[src/rtl/mux_demux_pkg.sv]
// Shared definitions for the 16:1 select path: word geometry and deserializer states.
package mux_demux_pkg;

  localparam int unsigned WORD_W = 16;
  localparam int unsigned IDX_W  = $clog2(WORD_W);

  typedef enum logic {
    IDLE,
    RECV
  } deser_state_t;

endpackage

[src/rtl/demux_1to16.sv]
// 1:WIDTH demux: steers one serial bit to a single position via a one-hot write enable.
module demux_1to16
  import mux_demux_pkg::*;
#(
  parameter  int unsigned WIDTH = WORD_W,
  localparam int unsigned SEL_W = $clog2(WIDTH)
) (
  input  logic             din,
  input  logic             en,
  input  logic [SEL_W-1:0] sel,
  output logic [WIDTH-1:0] we,
  output logic [WIDTH-1:0] wdata_c
);

  assign we      = WIDTH'(en) << sel;
  // Data lane pre-masked by the enable so the target register can merge with a single OR.
  assign wdata_c = {WIDTH{din}} & we;

endmodule

[src/rtl/demux_1to16_deserializer.sv]
// Serial-to-word receiver: demuxes each accepted bit into an assembly register and
// hands complete words to a one-word holding register behind a valid/ready handshake.
module demux_1to16_deserializer
  import mux_demux_pkg::WORD_W;
#(
  parameter  int unsigned WIDTH = WORD_W,
  localparam int unsigned IDX_W = $clog2(WIDTH)
) (
  input  logic             clk,
  input  logic             rst_n,
  input  logic             sin,
  input  logic             sin_valid,
  input  logic             sin_start,
  output logic [WIDTH-1:0] dout,
  output logic             dout_valid,
  input  logic             dout_ready,
  output logic [IDX_W-1:0] bit_idx,
  output logic             overrun,
  output logic             framing_err,
  input  logic             clr_err
);

  localparam logic [IDX_W-1:0] LAST_IDX = IDX_W'(WIDTH - 1);

  mux_demux_pkg::deser_state_t state, state_nxt;

  logic [WIDTH-1:0] assembly, assembly_nxt;
  logic [WIDTH-1:0] dout_nxt;
  logic [IDX_W-1:0] bit_idx_nxt;
  logic             dout_valid_nxt, overrun_nxt, framing_err_nxt;
  logic             complete_c;

  logic             wr_en_c;
  logic [IDX_W-1:0] sel_c;
  logic [WIDTH-1:0] we, wdata;

  // A start bit always lands at position 0, whatever the current state.
  assign wr_en_c = sin_valid & (sin_start | (state == mux_demux_pkg::RECV));
  assign sel_c   = sin_start ? '0 : bit_idx;

  demux_1to16 #(.WIDTH(WIDTH)) u_demux (
    .din     (sin),
    .en      (wr_en_c),
    .sel     (sel_c),
    .we      (we),
    .wdata_c (wdata)
  );

  assign assembly_nxt = (assembly & ~we) | wdata;

  always_ff @(posedge clk or negedge rst_n) begin
    if (!rst_n) begin
      state       <= mux_demux_pkg::IDLE;
      bit_idx     <= '0;
      assembly    <= '0;
      dout        <= '0;
      dout_valid  <= 1'b0;
      overrun     <= 1'b0;
      framing_err <= 1'b0;
    end else begin
      state       <= state_nxt;
      bit_idx     <= bit_idx_nxt;
      assembly    <= assembly_nxt;
      dout        <= dout_nxt;
      dout_valid  <= dout_valid_nxt;
      overrun     <= overrun_nxt;
      framing_err <= framing_err_nxt;
    end
  end

  // Next state, frame position, holding register and sticky flags.
  always_comb begin
    state_nxt       = state;
    bit_idx_nxt     = bit_idx;
    dout_nxt        = dout;
    dout_valid_nxt  = dout_valid & ~dout_ready;
    overrun_nxt     = overrun & ~clr_err;
    framing_err_nxt = framing_err & ~clr_err;
    complete_c      = 1'b0;

    case (state)
      mux_demux_pkg::IDLE: begin
        if (sin_valid && sin_start) begin
          state_nxt   = mux_demux_pkg::RECV;
          bit_idx_nxt = IDX_W'(1);
        end
      end
      mux_demux_pkg::RECV: begin
        if (sin_valid) begin
          if (sin_start) begin
            framing_err_nxt = 1'b1;
            bit_idx_nxt     = IDX_W'(1);
          end else if (bit_idx == LAST_IDX) begin
            complete_c  = 1'b1;
            bit_idx_nxt = '0;
            state_nxt   = mux_demux_pkg::IDLE;
          end else begin
            bit_idx_nxt = bit_idx + IDX_W'(1);
          end
        end
      end
      default: state_nxt = mux_demux_pkg::IDLE;
    endcase

    // The last bit is already merged in assembly_nxt, so it is the finished word.
    if (complete_c) begin
      if (!dout_valid || dout_ready) begin
        dout_nxt       = assembly_nxt;
        dout_valid_nxt = 1'b1;
      end else begin
        overrun_nxt = 1'b1;
      end
    end
  end

endmodule
[config.mk]
export PLATFORM = sky130hd
export DESIGN_NAME = demux_1to16_deserializer
export DESIGN_NICKNAME = d
export VERILOG_FILES = /design/src/rtl/mux_demux_pkg.sv /design/src/rtl/demux_1to16.sv /design/src/rtl/demux_1to16_deserializer.sv
export SDC_FILE = /design/constraint.sdc
export NUM_CORES = 1
export LEC_CHECK = 0
export CORE_MARGIN = 10
export CORE_UTILIZATION = 41
export DETAILED_ROUTE_END_ITERATION = 10
export GPL_ROUTABILITY_DRIVEN = 0
export PLACE_DENSITY = 0.62
export SYNTH_ARGS = -nofsm -noshare
export SYNTH_HDL_FRONTEND = slang
export SYNTH_HIERARCHICAL = 1
export SYNTH_SLANG_ARGS = --single-unit
export TNS_END_PERCENT = 100
[constraint.sdc]
create_clock -name clk -period 2.71 [get_ports clk]
set_input_delay 0.542 -clock clk [delete_from_list [all_inputs] [get_ports clk]]
set_output_delay 0.542 -clock clk [all_outputs]
set_load 0.01 [all_outputs]
==> Yosys cells after proc, flatten, opt, wreduce, memory -nomap -nowiden <==
Index checks and enable logic that the tools add are counted.
{ "totals": {"ff_bits": 40, "input_bits": 7, "out_inout_bits": 23, "wordCells": 51} }
{ "op_classes": {"n_addsub": 1, "eq_ne": 3, "shifts": 1, "muxes": 22, "n_bitwise": 12, "reduce_logical": 5} }
{ "ops": {"columns": ["operator", "count"], "rows": [
  ["bitwise AND 16 bit", 2],
  ["two-way mux 4 bit", 5],
  ["inverter 16 bit", 1],
  ["bitwise OR 16 bit", 1],
  ["<< shifter 1 x 4 -> 16 bit", 1],
  ["two-way mux 1 bit", 15],
  ["case mux 4 bit (2 select lines)", 1],
  ["adder 4 x 1 -> 4 bit (second input constant)", 1],
  ["bitwise AND 1 bit", 4],
  ["== test 4 bit (second input constant)", 1],
  ["inequality test 2 bit (second input constant)", 2],
  ["AND reduction 2 bit", 2],
  ["inverter 1 bit", 3],
  ["case mux 1 bit (2 select lines)", 1],
  ["logical AND 1 bit", 1],
  ["zero test 1 bit", 1],
  ["logical OR 1 bit", 1],
  ["bitwise OR 1 bit", 1]
]} }

==> Longest topological paths before layout <==
Gate-level depths: netlist of the first run.
{ "logic_depth": {"depth_word": 6, "depth_mapped": 8, "mapped_depth_nobuf": 7} }

==> By module <==
The synthesis of the first run kept the hierarchy.
{ "by_module_without_submodules": {"columns": ["mod", "n_inst", "cells_per_inst", "area_per_inst_um2", "seq_area_each_um2"], "rows": [
  ["demux_1to16_deserializer", 1, 131, 1630.3, 1001.0],
  ["demux_1to16", 1, 47, 217.7, 0.0]
]} }

==> Worst setup path before layout of the first run <==
No wires, ideal clock.
{ "synth_path": {"path_kind": "in2reg", "start": "input sin_start", "end": "register dout[12]", "setup_time_ns": 0.125, "arrival_time_ns": 2.142, "t_required_ns": 2.585, "slack_ns": 0.443, "stages": 8, "n_path_buf": 1, "path_cell_list": "clkbuf_1 > nor2_1 > nor2_1 > or3b_1 > nor2_1 > inv_1 > a21o_1 > mux2_2"} }
{ "synth_via": {"elab_chain_len": 6, "word_cells_on_any_way": 12, "cone_classes": "1 x shift; 4 x mux; 6 x bitwise; 1 x reduce/logical"} }
{ "synth_rtl": {"columns": ["element", "line", "source"], "rows": [
  ["start: declaration", "demux_1to16_deserializer.sv:13", "input logic sin_start,"],
  ["bitwise OR 1 bit (*)", "demux_1to16_deserializer.sv:38", "assign wr_en_c = sin_valid & (sin_start | (state == mux_demux_pkg::RECV));"],
  ["bitwise AND 1 bit (*)", "demux_1to16_deserializer.sv:38", null],
  ["via wr_en_c", "demux_1to16_deserializer.sv:33", "logic wr_en_c;"],
  ["<< shifter 1 x 4 -> 16 bit (*)", "demux_1to16.sv:15", "assign we = WIDTH'(en) << sel;"],
  ["via we[12]", "demux_1to16_deserializer.sv:35", "logic [WIDTH-1:0] we, wdata;"],
  ["inverter 16 bit", "demux_1to16_deserializer.sv:49", "assign assembly_nxt = (assembly & ~we) | wdata;"],
  ["bitwise AND 16 bit", "demux_1to16_deserializer.sv:49", null],
  ["bitwise OR 16 bit (*)", "demux_1to16_deserializer.sv:49", null],
  ["via assembly_nxt[12]", "demux_1to16_deserializer.sv:27", "logic [WIDTH-1:0] assembly, assembly_nxt;"],
  ["end signal: assignment", "demux_1to16_deserializer.sv:64", "dout <= dout_nxt;"],
  ["end: declaration", "demux_1to16_deserializer.sv:14", "output logic [WIDTH-1:0] dout,"]
]} }
Mark *: on every way through the listed nets, which the timed path passes. The rest lies on a longest branch.
A chain may end at the register's enable or synchronous reset.

==> Final worst setup path of the first run <==
{ "layout_path": {"start": "input sin_start", "end": "register dout[4]"} }
The elaborated chain is that of the path after synthesis.

==> flow_metrics.py, run 1 <==
metrics = {
    "global_routing": {
        "track_usage_pct": 11.3,
        "antenna_found_initial": 0,
        "grt_max_degree": 41,
        "overflow": 0,
        "grt_pass1_wl_um": 6840,
        "grt_pass1_vias": 1426,
    },
    "worst_hold_path": {
        "hold_class": "input pin to asynchronous set/reset pin",
    },
    "sta": {
        "clock.fmax_mhz": 459,
        "setup_violations": 0,
        "tightest_slew_ps": 877,
        "skew_ps": 9.24,
        "final_hold_viol_count": 0,
        "setup_ws_ps": 529,
        "period_share_pct": 80.5,
        "min_period_ps": 2180,
        "maxSlewViolCount": 0,
        "setup_tns_ps": 0,
        "slew_headroom_pct": 41.5,
        "grt_setup_unrepaired": "no",
    },
    "pwr": {
        "ir_worst_vdd_mv": 0.309,
        "switching_share_pct": 25.7,
        "intPower_mw": 0.894,
        "p_sw_mw": 0.309,
        "powerDensity_nw_per_um2": 525,
        "clock_power_share_pct": 30.9,
        "seq_power_share_pct": 55.5,
        "combPwrFrac_pct": 13.5,
        "power_leakage_nw": 1.14,
        "power_mw": 1.20,
    },
    "setup_path": {
        "crit_path_max_fanout": 6,
        "start_kind": "input pin",
        "critical_path.cell_chain": "clkdlybuf4s50_1 > nor2_1 > nor2_1 > or3b_1 > nor2_1 > inv_1 > a21o_1 > mux2_2",
        "critPathBufInv": 2,
        "crit_path_max_incr_delay_ps": 560,
        "required_ps": 2880,
        "crit_path_end_kind": "flip-flop",
        "crit_arrival_ps": 2350,
        "crit_top_cell": "nor2_1",
        "cp_slowest_cell": "clkdlybuf4s50_1",
        "setup.worst_path.class": "input pin to flip-flop",
        "cp_top_family": "simple AND/OR/NAND/NOR gates",
    },
    "cts": {
        "cts_resized": 0,
        "clockRootBuffer": "clkbuf_8",
        "clock_sinks": 40,
        "clockBufferDepth": 2,
        "cts_tree": "yes",
        "cts_hold_buf": 0,
        "clk_latency_ps": 290,
        "cts_made_buffers": 5,
        "post_cts_buffers": 0,
        "cts-htree-levels": 2,
        "path_clk_slew_ps": 80,
    },
    "placement": {
        "portBuffers": 29,
        "place_area_um2": 2210,
        "dp.final_hpwl_um": 2790,
        "place_ws_ps": 248,
        "dp.cells": 258,
    },
    "finish": {
        "antennaDiodeCount": 0,
        "drive_gt1_share_pct": 15.0,
        "stdcell_area_um2": 2290,
        "seq_area_um2": 1000,
        "fin_nets": 221,
        "fillers": 384,
        "multi_input_area_um2": 733,
        "areaGrowthSynthToFinish_pct": 24.0,
        "final_cells": 265,
    },
    "die": {
        "start_util_pct": 42.4,
        "core_um2": 4350,
        "rows": 24,
        "fp.dieH_um": 87.1,
        "dieArea_um2": 7590,
        "pin_count": 30,
        "fp.dieW_um": 87.1,
    },
    "route": {
        "avgRoutedWirePerCell_um": 14.8,
        "dr.first_iter.drc_count": 125,
        "drt.antenna.violating_nets": 0,
        "dr_wl_met2_um": 1930,
        "maxUsedRoutingLayer": "met4",
        "vias": 1369,
        "vias_per_cell": 5.17,
        "firstDrtPassIters": 4,
        "drc": 0,
        "drt_wl_total_um": 3920,
        "drt-met1-wl_um": 1700,
        "dr_wl_met3_um": 253,
    },
    "logic_synthesis": {
        "synth-seq-cells": 40,
        "synth_top_area_cell": "dfrtp_1",
        "syn_nets": 186,
        "netlist_instances": 178,
        "yosysWarningCount": 6,
        "yosysTopAreaCellShare_pct": 54.2,
        "synth_area_per_cell_um2": 10.4,
        "synth_seq_area_share_pct": 54.2,
        "ys_types": 29,
        "synthTopCellsByArea": "dfrtp_1, mux2_2, nor2_1",
        "synth_area_um2": 1850,
    },
    "status": {
        "status": "completed",
    },
    "run": {
        "cap_viol_max_count": 0,
    },
}
[kinds of logic (layout without fill, tap and decap cells)]
| logic type | after synthesis | after routing | share of synthesized area, % |
|---|---|---|---|
| adders and majority gates | 1 | 1 | 0.677 |
| AOI/OAI and AO/OA | 29 | 29 | 10.9 |
| and+or+nand+nor | 65 | 65 | 18.3 |
| DFF | 40 | 40 | 54.2 |
| muxes | 16 | 16 | 9.75 |
| buffers and inverters | 27 | 62 | 6.16 |
[layout make-up]
class | instances | area share (%)
clock buffers | 6 | 3.17
clock inverters | 1 | 0.218
inverters | 21 | 3.44
multi-input cells | 111 | 32.0
flip-flops and latches | 40 | 43.7
well taps | 52 | 2.84
repair buffers | 34 | 14.6
[cells in the final DEF, fill, tap and decap left out, types with 2 or more instances in the layout]
cell / count
nor2_1: 35
a31oi_1: 2
nand3b_1: 2
nand4b_1: 2
dfrtp_1: 40
clkdlybuf4s50_1: 28
inv_1: 21
clkbuf_8: 5
mux2_2: 16
nor2b_1: 4
a21o_1: 16
a21oi_1: 2
or2_2: 2
nand3_1: 4
o21ai_0: 4
nand2b_1: 3
nand2_1: 8
buf_4: 4
[worst reg2reg max path, delay by kind of cell (launching register included)]
family | cells | cell delay [ps]
multiplexers | 1 | 270
AND/OR/NAND/NOR | 4 | 750
buffers and inverters | 1 | 50
flip-flops | 1 | 560
AO/OA/AOI/OAI | 1 | 190
[synth_stat cells]
library cell / n
mux2_2: 16
a21oi_1: 2
o31ai_1: 1
o22ai_1: 1
o41ai_1: 1
nand4b_1: 2
nand4_1: 1
nand3b_1: 2
nor2b_1: 4
o21ai_0: 4
inv_1: 21
buf_2: 1
ha_1: 1
nor2_1: 35
nand2_1: 8
o211ai_1: 1
or3b_1: 1
a21o_1: 16
o2bb2ai_1: 1
or2_2: 2
nand2b_1: 3
nor3b_4: 1
nand4b_4: 1
nand3_1: 4
dfrtp_1: 40
clkbuf_1: 4
nand4bb_1: 1
buf_8: 1
a31oi_1: 2
[sequential cells by signal (all words and copies together) (netlist names)]
register	count
dout	16
state	1
assembly	16
overrun	1
dout_valid	1
framing_err	1
bit_idx	4
[per-stage QoR]
stage / util [%] / hold WS [ps]
after floorplan: - / 246
after global placement: 50.8 / 452
after detailed placement: 50.8 / 456
after CTS: 52.6 / 399
after global routing: 52.6 / 425
final: 52.6 / 365
[power by group through the flow]
| stage | Clock (mW) | Combinational [mW] | Sequential (mW) |
|---|---|---|---|
| 2_1_floorplan | 0 | 0.0922 | 0.677 |
| 3_3_place_gp | 0 | 0.160 | 0.677 |
| 3_5_place_dp | 0 | 0.165 | 0.680 |
| 4_1_cts | 0.384 | 0.166 | 0.669 |
| 5_1_grt | 0.412 | 0.184 | 0.673 |
| 6_report | 0.372 | 0.163 | 0.668 |
[per-layer routing]
layer | vias to the layer above | track usage (%)
met5 | - | 0
met4 | 0 | 4.35
met3 | 4 | 4.59
met2 | 31 | 17.9
met1 | 676 | 13.5
li1 | 658 | -
[path summary, 6_finish.rpt]
| check | from | endpoint | slack [ps] | cells past startpoint |
|---|---|---|---|---|
| worst max-delay path | sin_start | dout[4]$_DFFE_PN0P_ | 530 | 8 |
| worst min-delay path | rst_n | assembly[6]$_DFF_PN0_ | 370 | 1 |
| worst max register to register | state$_DFF_PN0_ | dout[4]$_DFFE_PN0P_ | 780 | 7 |
| worst min register to register | assembly[5]$_DFF_PN0_ | assembly[5]$_DFF_PN0_ | 470 | 1 |
| max in group asynchronous | rst_n | dout_valid$_DFF_PN0_ | 1780 | 1 |
| min in group clk | assembly[5]$_DFF_PN0_ | assembly[5]$_DFF_PN0_ | 470 | 1 |
Note: power is estimated with default switching activity, not from simulation.
==> run 2, diff against run 1 <==
PLACE_DENSITY = 0.64   (was 0.62)
clock period = 2 ns   (was 2.71 ns; I/O delays follow)
==> run 2 against run 1 <==
  * Global-route usage increased by 0.13 points
  * Clock skew decreased by 6.0 ps
  * Sequential share of layout area fell by 1.5 points
  * Worst hold slack lost 210 ps
  * Clock power grew 72%
  * Cell area rose by 3.4%
  * Critical endpoint is now dout[12]$_DFFE_PN0P_
  * Sequential cell count unchanged
  * Sequential power increased by 36%
  * Largest cell class unchanged
  * Via count barely moved
  * Routed wire length down 2.3%
  * First-iteration DRC count is 29% lower
==> flow_metrics.py, run 2 (same netlist as run 1, synthesis figures left out) <==
metrics = {
    "status": {
        "status": "completed",
    },
    "pwr": {
        "power_leakage_nw": 1.18,
        "p_sw_mw": 0.423,
        "combPwrFrac_pct": 13.0,
        "switching_share_pct": 23.8,
        "seq_power_share_pct": 51.0,
        "intPower_mw": 1.35,
        "clock_power_share_pct": 36.0,
        "powerDensity_nw_per_um2": 750,
        "ir_worst_vdd_mv": 0.436,
    },
    "die": {
        "dieArea_um2": 7590,
        "fp.dieW_um": 87.1,
        "rows": 24,
        "start_util_pct": 42.4,
        "core_um2": 4350,
        "pin_count": 30,
        "fp.dieH_um": 87.1,
    },
    "sta": {
        "clock.fmax_mhz": 531,
        "tightest_slew_ps": 507,
        "period_share_pct": 94.1,
        "setup_violations": 0,
        "holdWs_ps": 156,
        "min_period_ps": 1880,
        "grt_setup_unrepaired": "no",
        "maxSlewViolCount": 0,
        "skew_ps": 3.27,
        "final_hold_viol_count": 0,
        "slew_headroom_pct": 66.2,
    },
    "setup_path": {
        "crit_path_max_incr_delay_ps": 470,
        "critical_path.cell_chain": "clkdlybuf4s50_1 > inv_1 > nor2_2 > or3b_4 > nor2_1 > inv_1 > a21o_1 > mux2_2",
        "crit_path_max_fanout": 4,
        "crit_top_cell": "inv_1",
        "start_kind": "input pin",
        "crit_path_end_kind": "flip-flop",
        "crit_arrival_ps": 2060,
        "setup.worst_path.class": "input pin to flip-flop",
        "required_ps": 2180,
        "cp_slowest_cell": "clkdlybuf4s50_1",
    },
    "global_routing": {
        "track_usage_pct": 11.5,
        "overflow": 0,
        "grt_pass1_wl_um": 6980,
        "grt_max_degree": 41,
        "antenna_found_initial": 0,
        "grt_pass1_vias": 1464,
    },
    "finish": {
        "final_common_cell": "dfrtp_1",
        "antennaDiodeCount": 0,
        "drive_gt1_share_pct": 18.6,
        "final_cell_mix": "dfrtp_1, nor2_1, clkdlybuf4s50_1",
        "final_cells": 272,
        "fin_nets": 227,
        "areaGrowthSynthToFinish_pct": 28.2,
        "top_regs": "assembly (16), dout (16), bit_idx (4)",
    },
    "route": {
        "vias_per_cell": 5.03,
        "drt.antenna.violating_nets": 0,
        "dr.first_iter.drc_count": 89,
        "avgRoutedWirePerCell_um": 14.1,
        "drc": 0,
        "vias": 1368,
        "drt_wl_total_um": 3830,
        "firstDrtPassIters": 4,
    },
    "placement": {
        "dp.final_hpwl_um": 2830,
        "dp.cells": 264,
        "portBuffers": 29,
    },
    "cts": {
        "clk_latency_ps": 290,
        "clockRootBuffer": "clkbuf_8",
        "clockBufferDepth": 2,
        "path_clk_slew_ps": 80,
        "cts_made_buffers": 5,
        "cts-htree-levels": 2,
        "cts_tree": "yes",
        "clock_sinks": 40,
        "post_cts_buffers": 0,
    },
    "run": {
        "cap_viol_max_count": 0,
    },
    "worst_hold_path": {
        "hold_class": "input pin to asynchronous set/reset pin",
    },
}
run 2: layout make-up:
cell class,instances,area (µm²)
flip-flops and latches,40,1000
well taps,52,65.1
multi-input cells,111,738
clock buffers,6,72.6
inverters,21,78.8
fillers,376,1980
clock inverters,2,35.0
repair buffers,40,379
run 2: per-layer routing:
| metal | track usage (%) | part of all wire [%] | vias up |
|---|---|---|---|
| met1 | 14.7 | 45 | 661 |
| met4 | 3.91 | 1.4 | 0 |
| li1 | - | - | 674 |
| met3 | 4.12 | 6.3 | 5 |
| met5 | 0 | 0 | - |
| met2 | 17.5 | 47 | 28 |
run 2: power by group through the flow:
stage | Clock (mW) | Combinational, mW | Sequential (mW)
2_1_floorplan | 0 | 0.126 | 0.918
3_3_place_gp | 0 | 0.221 | 0.917
3_5_place_dp | 0 | 0.232 | 0.921
4_1_cts | 0.664 | 0.232 | 0.905
5_1_grt | 0.693 | 0.265 | 0.916
6_report | 0.640 | 0.230 | 0.906
run 2: repair_timing:
item	in CTS	in global routing
gates resized for setup	1	1
hold buffers	0	0
setup endpoints to repair	1	1
run 2: through the flow:
stage	utilization [%]	power, mW	setup TNS, ps	instance area (µm²)	worst slack (ps)
6_report	54.4	1.78	0	2370	117
5_1_grt	54.4	1.87	0	2370	12.5
2_1_floorplan	-	1.04	0	1850	70.8
3_3_place_gp	51.9	1.14	-3200	2260	-254
4_1_cts	54.4	1.80	0	2370	95.3
3_5_place_dp	51.9	1.15	-3660	2260	-300
run 2: path summary, 6_finish.rpt:
path / start / endpoint / slack, ps / cells after the start
max: sin_valid / dout[12]$_DFFE_PN0P_ / 120 / 8
min: rst_n / overrun$_DFF_PN0_ / 160 / 2
max reg2reg: bit_idx[1]$_DFFE_PN0P_ / dout[11]$_DFFE_PN0P_ / 170 / 5
min reg2reg: assembly[4]$_DFF_PN0_ / assembly[4]$_DFF_PN0_ / 470 / 1
max in group asynchronous: rst_n / assembly[12]$_DFF_PN0_ / 1490 / 2
min in group clk: assembly[4]$_DFF_PN0_ / assembly[4]$_DFF_PN0_ / 470 / 1
run 2: worst max-delay path: cells and delay by family:
kind	cells	cell delay, ps
AO/OA/AOI/OAI	1	180
buffers and inverters	3	590
AND/OR/NAND/NOR	3	630
multiplexers	1	260
==> run 3, diff against run 2 <==
CTS_CLUSTER_DIAMETER = 150   (was default)
==> results of run 3 <==
Final layout, timing and power as in run 2 (identical DEF).
